[src/rtl/blake_ctrl_pkg.sv]
// Shared definitions for the BLAKE round sequencer.
// Contents: 2-bit state encodings, default step/round constants, and a
// clog2 helper that sizes the step-within-round index.
package blake_ctrl_pkg;

  localparam logic [1:0] ST_IDLE     = 2'd0;
  localparam logic [1:0] ST_WAIT_BLK = 2'd1;
  localparam logic [1:0] ST_ROUND    = 2'd2;
  localparam logic [1:0] ST_FIN      = 2'd3;

  localparam int unsigned BLAKE512_STEPS = 128;
  localparam int unsigned BLAKE_SPR      = 8;

  function automatic int unsigned clog2(input int unsigned value);
    int unsigned res;
    res = 0;
    for (int unsigned i = 0; i < 32; i++) begin
      if ((64'd1 << i) < 64'(value)) res = i + 1;
    end
    return res;
  endfunction

endpackage

[src/rtl/blake_step_counter.sv]
// Step counter for the BLAKE round sequencer.
// Ports:
//   clk, rstb  : clock, asynchronous active-low reset
//   clr        : synchronous clear to 0 (highest priority)
//   load       : load the finalise value NUM_STEPS-1
//   en         : increment by one
//   count      : current step count
//   tc         : count has reached the last round step (NUM_STEPS-2)
module blake_step_counter #(
  parameter int unsigned CNT_W     = 7,
  parameter int unsigned NUM_STEPS = 128
) (
  input  logic             clk,
  input  logic             rstb,
  input  logic             clr,
  input  logic             load,
  input  logic             en,
  output logic [CNT_W-1:0] count,
  output logic             tc
);

  localparam logic [CNT_W-1:0] TC_VAL  = CNT_W'(NUM_STEPS - 2);
  localparam logic [CNT_W-1:0] FIN_VAL = CNT_W'(NUM_STEPS - 1);

  always_ff @(posedge clk or negedge rstb) begin
    if (!rstb)      count <= '0;
    else if (clr)   count <= '0;
    else if (load)  count <= FIN_VAL;
    else if (en)    count <= count + CNT_W'(1);
  end

  assign tc = (count >= TC_VAL);

endmodule

[src/rtl/blake_round_ctrl.sv]
// Moore-style round sequencer for the BLAKE compression core.
// Sequences V init, NUM_STEPS-1 round steps and a finalise step per message
// block, over nblk blocks delivered through a blk_valid/blk_ready handshake.
// Ports:
//   clk, rstb     : clock, asynchronous active-low reset
//   start, nblk   : start request (IDLE only) and block count (0 means 1)
//   blk_valid     : next message block available (WAIT_BLK only)
//   stall         : freeze stepping in ROUND
//   abort         : (BLAKE_CTRL_ABORT_EN only) return to IDLE immediately
//   blk_ready, init_round, round_ing, step_en, ctrl_finalize : phase strobes
//   counter_idx, round_idx, step_idx, blk_idx : step and block indices
//   busy, done    : not-idle flag, last-block finalise pulse
// Optional feature macro: BLAKE_CTRL_ABORT_EN adds the abort input.
module blake_round_ctrl
  import blake_ctrl_pkg::*;
#(
  parameter int unsigned CNT_W           = 7,
  parameter int unsigned NUM_STEPS       = BLAKE512_STEPS,
  parameter int unsigned STEPS_PER_ROUND = BLAKE_SPR,
  parameter int unsigned BLK_W           = 8,
  localparam int unsigned SPR_W          = clog2(STEPS_PER_ROUND)
) (
  input  logic                   clk,
  input  logic                   rstb,
  input  logic                   start,
  input  logic [BLK_W-1:0]       nblk,
  input  logic                   blk_valid,
  input  logic                   stall,
`ifdef BLAKE_CTRL_ABORT_EN
  input  logic                   abort,
`endif
  output logic                   blk_ready,
  output logic                   init_round,
  output logic                   round_ing,
  output logic                   step_en,
  output logic                   ctrl_finalize,
  output logic [CNT_W-1:0]       counter_idx,
  output logic [CNT_W-SPR_W-1:0] round_idx,
  output logic [SPR_W-1:0]       step_idx,
  output logic [BLK_W-1:0]       blk_idx,
  output logic                   busy,
  output logic                   done
);

  logic [1:0]       state, state_n;
  logic [BLK_W-1:0] nblk_q, nblk_n;
  logic [BLK_W-1:0] blk_n;
  logic             cnt_clr, cnt_load, cnt_en, cnt_tc;
  logic             last_blk;
  logic             abort_hit;

`ifdef BLAKE_CTRL_ABORT_EN
  assign abort_hit = abort && (state != ST_IDLE);
`else
  assign abort_hit = 1'b0;
`endif

  // nblk is stored already normalised (0 -> 1), so this compare cannot underflow
  // once a message is in flight.
  assign last_blk = (blk_idx == nblk_q - BLK_W'(1));

  always_comb begin
    state_n  = state;
    nblk_n   = nblk_q;
    blk_n    = blk_idx;
    cnt_clr  = 1'b0;
    cnt_load = 1'b0;
    cnt_en   = 1'b0;
    case (state)
      ST_IDLE: begin
        if (start) begin
          nblk_n  = (nblk == '0) ? BLK_W'(1) : nblk;
          blk_n   = '0;
          state_n = ST_WAIT_BLK;
        end
      end
      ST_WAIT_BLK: begin
        if (blk_valid) begin
          cnt_clr = 1'b1;
          state_n = ST_ROUND;
        end
      end
      ST_ROUND: begin
        if (!stall) begin
          if (cnt_tc) begin
            cnt_load = 1'b1;
            state_n  = ST_FIN;
          end else begin
            cnt_en = 1'b1;
          end
        end
      end
      ST_FIN: begin
        cnt_clr = 1'b1;
        if (last_blk) begin
          state_n = ST_IDLE;
        end else begin
          blk_n   = blk_idx + BLK_W'(1);
          state_n = ST_WAIT_BLK;
        end
      end
      default: begin
        state_n = ST_IDLE;
        cnt_clr = 1'b1;
      end
    endcase
    if (abort_hit) begin
      state_n  = ST_IDLE;
      blk_n    = '0;
      cnt_clr  = 1'b1;
      cnt_load = 1'b0;
      cnt_en   = 1'b0;
    end
  end

  always_ff @(posedge clk or negedge rstb) begin
    if (!rstb) begin
      state   <= ST_IDLE;
      nblk_q  <= '0;
      blk_idx <= '0;
    end else begin
      state   <= state_n;
      nblk_q  <= nblk_n;
      blk_idx <= blk_n;
    end
  end

  blake_step_counter #(
    .CNT_W     (CNT_W),
    .NUM_STEPS (NUM_STEPS)
  ) u_cnt (
    .clk   (clk),
    .rstb  (rstb),
    .clr   (cnt_clr),
    .load  (cnt_load),
    .en    (cnt_en),
    .count (counter_idx),
    .tc    (cnt_tc)
  );

  assign init_round    = (state == ST_WAIT_BLK) && blk_valid && !abort_hit;
  assign blk_ready     = init_round;
  assign round_ing     = (state == ST_ROUND);
  assign step_en       = round_ing && !stall;
  assign ctrl_finalize = (state == ST_FIN);
  assign done          = (state == ST_FIN) && last_blk && !abort_hit;
  assign busy          = (state != ST_IDLE);
  assign round_idx     = counter_idx[CNT_W-1:SPR_W];
  assign step_idx      = counter_idx[SPR_W-1:0];

endmodule

[config.mk]
export PLATFORM = sky130hd
export DESIGN_NAME = blake_round_ctrl
export DESIGN_NICKNAME = d
export VERILOG_FILES = /design/src/rtl/blake_ctrl_pkg.sv /design/src/rtl/blake_step_counter.sv /design/src/rtl/blake_round_ctrl.sv
export SDC_FILE = /design/constraint.sdc
export NUM_CORES = 1
export LEC_CHECK = 0
export BUFFER_PORTS_ARGS = -buffer_cell sky130_fd_sc_hd__buf_2
export CAP_MARGIN = 10
export CORE_MARGIN = 5
export CORE_UTILIZATION = 40
export CTS_CLUSTER_SIZE = 24
export DETAILED_ROUTE_END_ITERATION = 8
export GPL_ROUTABILITY_DRIVEN = 0
export PLACE_DENSITY_LB_ADDON = 0.1
export SLEW_MARGIN = 20
export SYNTH_ARGS = -nofsm -noshare
export SYNTH_HDL_FRONTEND = slang
export SYNTH_SLANG_ARGS = --single-unit
[constraint.sdc]
create_clock -name clk -period 2.17 [get_ports clk]
set_clock_uncertainty 0.05 [all_clocks]
set_input_delay 0.217 -clock clk [delete_from_list [all_inputs] [get_ports clk]]
set_output_delay 0.217 -clock clk [all_outputs]
set_load 0.02 [all_outputs]
==> impl_results.md, run 1 <==
* Die height at 73.79 µm
* DR top layer: met4
* CP Cell Sequence: xor2_1 > o211ai_1 > a311oi_4 > and4_4 > buf_6 > buf_12 > or4_1 > a21oi_1
* Met1 wire length at 1844 µm
* Detail Route met3 WL at 183 µm
* Share of post-route cells with drive strength above 1 at 43.16%
* CTS sink count at 25
* CP peak stage delay at 0.51 ns
* Final wirelength at 4225 µm
* Number of routed nets with antenna violations at 0
* Syn Inst Count at 173
* EDFF count, synth at 0
* Warnings, synthesis at 0
* CTS clk-pin slew, worst paths at 0.09 ns
* PortBufs at 41
* Failing checks: negative setup slack
* Leak at 1.057 nW
* Vias/cell at 5.408
* Initial core utilization at 40.99%
* Status: finished, violations left
* Setup CP Type: register to register
* R2R depth at 8
* CTS tree: yes
* Max Clk Rate at 426.5 MHz
* Final WS setup at -0.1748 ns
* Via count at 1536
* Startpoint types: register
* Core area at 0.003971 mm²
* Longest Clk Path Bufs at 2
* Nets@finish at 256
* H-Tree Depth at 1
* Critical path's top delay family: simple AND/OR/NAND/NOR gates
* Worst min path class: primary input to register
* Final-report hold violation count at 0
* Initial antenna violation count at 0
* Worst-Margin Slew at 0.5568 ns
* Overall Global Routing Usage at 16.01%
* Post-Syn Area at 0.001628 mm²
* Seq cells post-synth at 25
* Period utilization at 108.1%
* DP HPWL at 3153 µm
* P per Cell Area at 1164 mW/mm²
* RSZ-0062 raised after global routing: yes
* Routed len/inst at 14.88 µm
* Rel. slew slack at 62.88%
* First-pass GRT wire length at 6962 µm
* Vias in the first global route at 1550
* Register area share after synthesis at 38.43%
* # rows at 23
* Setup-failing EPs final at 8
* Critical Path End: blk_idx[6]
* Syn Area/Cell at 9.409 µm²
* # fillers at 358
* Most used DFF post-synth: dfrtp_1
* Crit end category: register
* Total CTS buffers at 3
* Req. time, crit path at 2.32 ns
* Data arrival time of the worst path at 2.49 ns
* CP max FO at 7
* IO Pins at 42
* Worst Setup SP: nblk_q[4]
* CTS root buf: clkbuf_8
* Final global-route overflow total at 0
* Commonest cells after routing, fill and taps aside: 40 x buf_2, 24 x buf_4, 23 x dfrtp_1, 12 x nand2_1
* Die Span X at 73.79 µm
* Post-synth ARST share at 100.0%
* Reg2reg setup slack at -0.17 ns
* R2R Path End: blk_idx[6]
* Power consumption at 2.536 mW
* Syn_nets at 194
* Ant diodes at 0
* Dpl cell area at 0.001962 mm²
* Die ar. at 0.005445 mm²
* Synth cell types at 41
* Max-cap violations at 0
* Final core utilization at 54.85%
* Drc violations at 0
* DR iter-0 viols at 55
* Critical R2R Launch: nblk_q[4]
* Crit path time final at 2.345 ns
* Worst-Skew Late Latency at 0.27 ns
* Syn-to-layout area delta at 33.82%
* Commonest non-fill, non-tap cell in the layout: buf_2
* Slew Limit Fails at 0
* CP max stage cell: or4_1
* Worst path depth at 8
* Largest net degree at the start of global routing at 26
* Max IR drop VDD at 697.9 µV
* Design Area, Final at 0.002178 mm²
* WL met2 at 2164 µm
* Pre-antenna DRT Iters at 4
* Buffers plus inverters on the worst setup path at 2
synthesized netlist by cell type (all sizes together), types with 3 or more instances:
master	n	share of area, %
dfrtp	25	38
a21oi	12	3.7
inv	12	2.8
nand2	12	2.8
o21ai	10	3.1
buf	9	4.4
ha	8	6.1
mux2	8	5.8
nor2	6	1.4
o211ai	6	2.8
nand3	5	1.5
xnor2	5	2.7
and3	4	1.5
nand4	4	1.5
nor2b	4	1.5
nor3	4	1.2
o21a	4	1.8
or3	4	1.5
clkbuf	3	0.69
or4	3	1.4
xor2	3	1.6
cell families after synthesis:
family          synth area share, %
simple gates                  18.37
compound gates                18.52
flops                         38.43
buf+inv                       7.840
mux                           6.380
xor+xnor                      4.305
fa+ha+maj                     6.149
final cells by class:
type / instances / area, µm² / area share (%)
well taps: 50 / 62.56 / 2.872
inverters: 12 / 45.04 / 2.068
multi-input cells: 124 / 953.4 / 43.77
repair buffers: 69 / 444.2 / 20.39
clock buffers: 4 / 45.04 / 2.068
flip-flops and latches: 25 / 628.1 / 28.83
per-layer routing:
metal | track usage, % | vias to the layer above
met2 | 28.44 | 38
met3 | 2.189 | 4
met5 | 0 | -
met4 | 3.823 | 0
li1 | - | 743
met1 | 20.32 | 751
registers in the layout (all words and copies together) (netlist names):
register	count
blk_idx	8
state	2
nblk_q	8
u_cnt.count	7
how the worst min path moves through the flow:
stage,start,end,depth (start not counted),slack [ns]
2_1_floorplan,rstb,blk_idx[0],0,-0.13
3_3_place_gp,rstb,blk_idx[6],1,0.20
3_5_place_dp,rstb,blk_idx[6],1,0.20
4_1_cts,nblk[3],nblk_q[3],2,0.14
5_1_grt,nblk[6],nblk_q[6],2,0.14
6_report,nblk[6],nblk_q[6],2,0.14
stage by stage:
step                hold WS (ns)  cells  setup TNS, ns  worst slack [ns]
global route              0.1363    284         -1.641           -0.2464
global placement          0.1972    269       -0.07610          -0.03889
CTS                       0.1383    278        -0.9411           -0.1586
finish                    0.1426    284        -0.7945           -0.1748
detailed placement        0.2008    269        -0.1826          -0.06848
floorplan                -0.1286    173              0          0.002917
repair_timing:
item	4_1_cts	5_1_grt
gates cloned	0	0
resized for setup	13	11
pin swaps	10	13
setup buffers	4	6
hold endpoints to repair	25	0
setup endpoints to repair	7	9
hold buffers	1	0
where the power goes:
part	leakage (nW)	internal (mW)	switching [mW]	total, mW
clock	0.0228	0.131	0.153	0.284
combinational	0.710	0.752	0.750	1.50
sequential	0.325	0.593	0.156	0.749
total	1.06	1.48	1.06	2.54
worst reg2reg max path, cell delays in order (launching register included):
cell	delay [ns]
dfrtp_1	0.47
xor2_1	0.20
o211ai_1	0.28
a311oi_4	0.15
and4_4	0.22
buf_6	0.12
buf_12	0.12
or4_1	0.51
a21oi_1	0.16
Power figures use the tool's default switching activity.
==> inputs of run 2 (changes only) <==
- CORE_UTILIZATION: 40 -> 35
==> impl_results.md, run 2 (synthesized netlist as in run 1, its figures left out) <==
* Initial core utilization at 36.63% (-4.4 points)
* Total CTS buffers at 3 (unchanged)
* Share of post-route cells with drive strength above 1 at 48.56% (+5.4 points)
* CP max FO at 4 (-3)
* Syn-to-layout area delta at 39.35%
* Longest Clk Path Bufs at 2 (unchanged)
* Vias in the first global route at 1590 (+2.6%)
* CTS root buf: clkbuf_8
* Final global-route overflow total at 0 (unchanged)
* Ant diodes at 0 (unchanged)
* PortBufs at 41 (unchanged)
* Vias/cell at 5.264 (-2.7%)
* Area of the multi-input gates at 974.7 µm² (+2.2%)
* Number of routed nets with antenna violations at 0 (unchanged)
* CTS clk-pin slew, worst paths at 0.09 ns (about the same)
* Initial antenna violation count at 0 (unchanged)
* Via count at 1553 (+1.1%)
* Nets@finish at 265 (+3.5%)
* Die ar. at 0.006114 mm² (+12%)
* Setup-failing EPs final at 8 (unchanged)
* IO Pins at 42 (unchanged)
* Status: finished, violations left
* Largest regs: blk_idx (8), nblk_q (8), u_cnt.count (7)
* Final-report hold violation count at 0 (unchanged)
* # rows at 24 (+4.3%)
* CTS sink count at 25 (unchanged)
* FF/Latch Area at 628.1 µm² (unchanged)
* Commonest cells after routing, fill and taps aside: 40 x buf_2, 31 x buf_4, 23 x dfrtp_1, 12 x nand2_1, 10 x inv_1
* Rel. slew slack at 60.55% (-2.3 points)
* Largest net degree at the start of global routing at 26 (unchanged)
* Internal power at 1.568 mW (+6.1%)
* Die Span X at 78.20 µm (+6.0%)
* Die height at 78.20 µm (+6.0%)
* Post-Place Cells at 277 (+3.0%)
* Pre-antenna DRT Iters at 4 (unchanged)
* Switching pwr at 1.091 mW (+3.1%)
* Clock power share at 10.8% (-0.4 points)
* Reg2reg setup slack at -0.11 ns (+0.06 ns)
* Commonest non-fill, non-tap cell in the layout: buf_2
* Final WS setup at -0.1223 ns (+0.05250 ns)
* First-pass GRT wire length at 7438 µm (+6.8%)
* Dpl cell area at 0.001997 mm² (+1.8%)
* Worst min path class: primary input to register
* Worst-Margin Slew at 0.5917 ns (+0.03496 ns)
* Drc violations at 0 (unchanged)
* Power consumption at 2.659 mW (+4.9%)
* Final wirelength at 4555 µm (+7.8%)
* Max Clk Rate at 436.2 MHz (+2.3%)
* Max-cap violations at 0 (unchanged)
* CTS tree: yes
* Worst-Skew Late Latency at 0.27 ns (about the same)
* Max IR drop VDD at 579.3 µV (-17%)
* DR iter-0 viols at 72 (+31%)
* P per Cell Area at 1172 mW/mm² (+0.70%)
* RSZ-0062 raised after global routing: yes
* H-Tree Depth at 1 (unchanged)
* Leak at 1.101 nW (+4.1%)
* Crit path time final at 2.292 ns (-0.05250 ns)
* Slew Limit Fails at 0 (unchanged)
* Setup CP Type: register to output port
* Fin cells at 295 (+3.9%)
* Gate power share at 61.3% (+2.1 points)
* # fillers at 427 (+19%)
* Period utilization at 105.6% (-2.4 points)
* DP HPWL at 3391 µm (+7.5%)
* Routed len/inst at 15.44 µm (+3.8%)
* Core area at 0.004444 mm² (+12%)
* Data arrival time of the worst path at 2.03 ns (-0.46 ns)
* Startpoint types: register
* Crit end category: output port
* Switching portion of total power at 41.04% (-0.71 points)
* Seq pwr share at 27.9% (-1.6 points)
* Overall Global Routing Usage at 14.97% (-1.0 points)
* Design Area, Final at 0.002268 mm² (+4.1%)
* Req. time, crit path at 1.90 ns (-0.42 ns)
* Failing checks: negative setup slack
run 2: changes by cell type in the layout (fill, tap and decap cells not counted), moves of 2 or more:
cell / delta
o21ai_0: -2
buf_6: +3
buf_4: +7
a21oi_2: +3
a21oi_1: -3
run 2: power by group through the flow:
| stage | sequential, mW | combinational (mW) | clock, mW |
|---|---|---|---|
| floorplan | 0.776 | 0.785 | 0 |
| global placement | 0.749 | 1.24 | 0 |
| detailed placement | 0.759 | 1.28 | 0 |
| CTS | 0.759 | 1.48 | 0.305 |
| global route | 0.762 | 1.78 | 0.322 |
| finish | 0.743 | 1.63 | 0.286 |
run 2: per-layer routing:
metal | track usage, % | vias to the layer above | part of all wire [%]
met1 | 18.61 | 742 | 43
met4 | 4.545 | 0 | 0.79
met3 | 3.318 | 4 | 4.7
met2 | 25.94 | 40 | 51
li1 | - | 767 | -
met5 | 0 | - | 0
run 2: area by class of cell:
type                    count  area share [%]
clock buffers               4           1.986
inverters                  12           1.986
multi-input cells         124           42.97
flip-flops and latches     25           27.69
well taps                  52           2.868
repair buffers             78           22.50
run 2: timing repair:
| item | CTS | global route |
|---|---|---|
| setup endpoints to repair | 8 | 9 |
| resized for setup | 24 | 10 |
| pin swaps | 16 | 7 |
| hold endpoints to repair | 25 | 0 |
| hold buffers | 1 | 0 |
| buffers inserted | 8 | 5 |
run 2: final timing paths:
path | start | endpoint | depth (start not counted)
max in group asynchronous | rstb | nblk_q[2] | 2
min | nblk[6] | nblk_q[6] | 2
min reg2reg | nblk_q[7] | nblk_q[7] | 1
min in group asynchronous | rstb | blk_idx[6] | 2
max | nblk_q[2] | done | 8
max reg2reg | nblk_q[2] | blk_idx[7] | 7
run 2: metrics by stage:
stage	hold slack [ns]	util, %	TNS [ns]	setup WS (ns)
floorplan	-0.1286	-	0	0.002917
global placement	0.2063	44.93	-0.001798	-0.001798
detailed placement	0.2172	44.93	-0.2677	-0.08555
CTS	0.1313	49.32	-0.5627	-0.1501
global route	0.1417	51.04	-1.186	-0.1872
finish	0.1452	51.04	-0.6458	-0.1223
run 2: critical path: stages (launching register included):
cell and delay (ns):
dfrtp_2 0.46, buf_6 0.14, buf_4 0.13, nor2b_4 0.11, buf_4 0.11, o211ai_1 0.11, a311oi_2 0.30, and4_4 0.28
buf_6 0.12
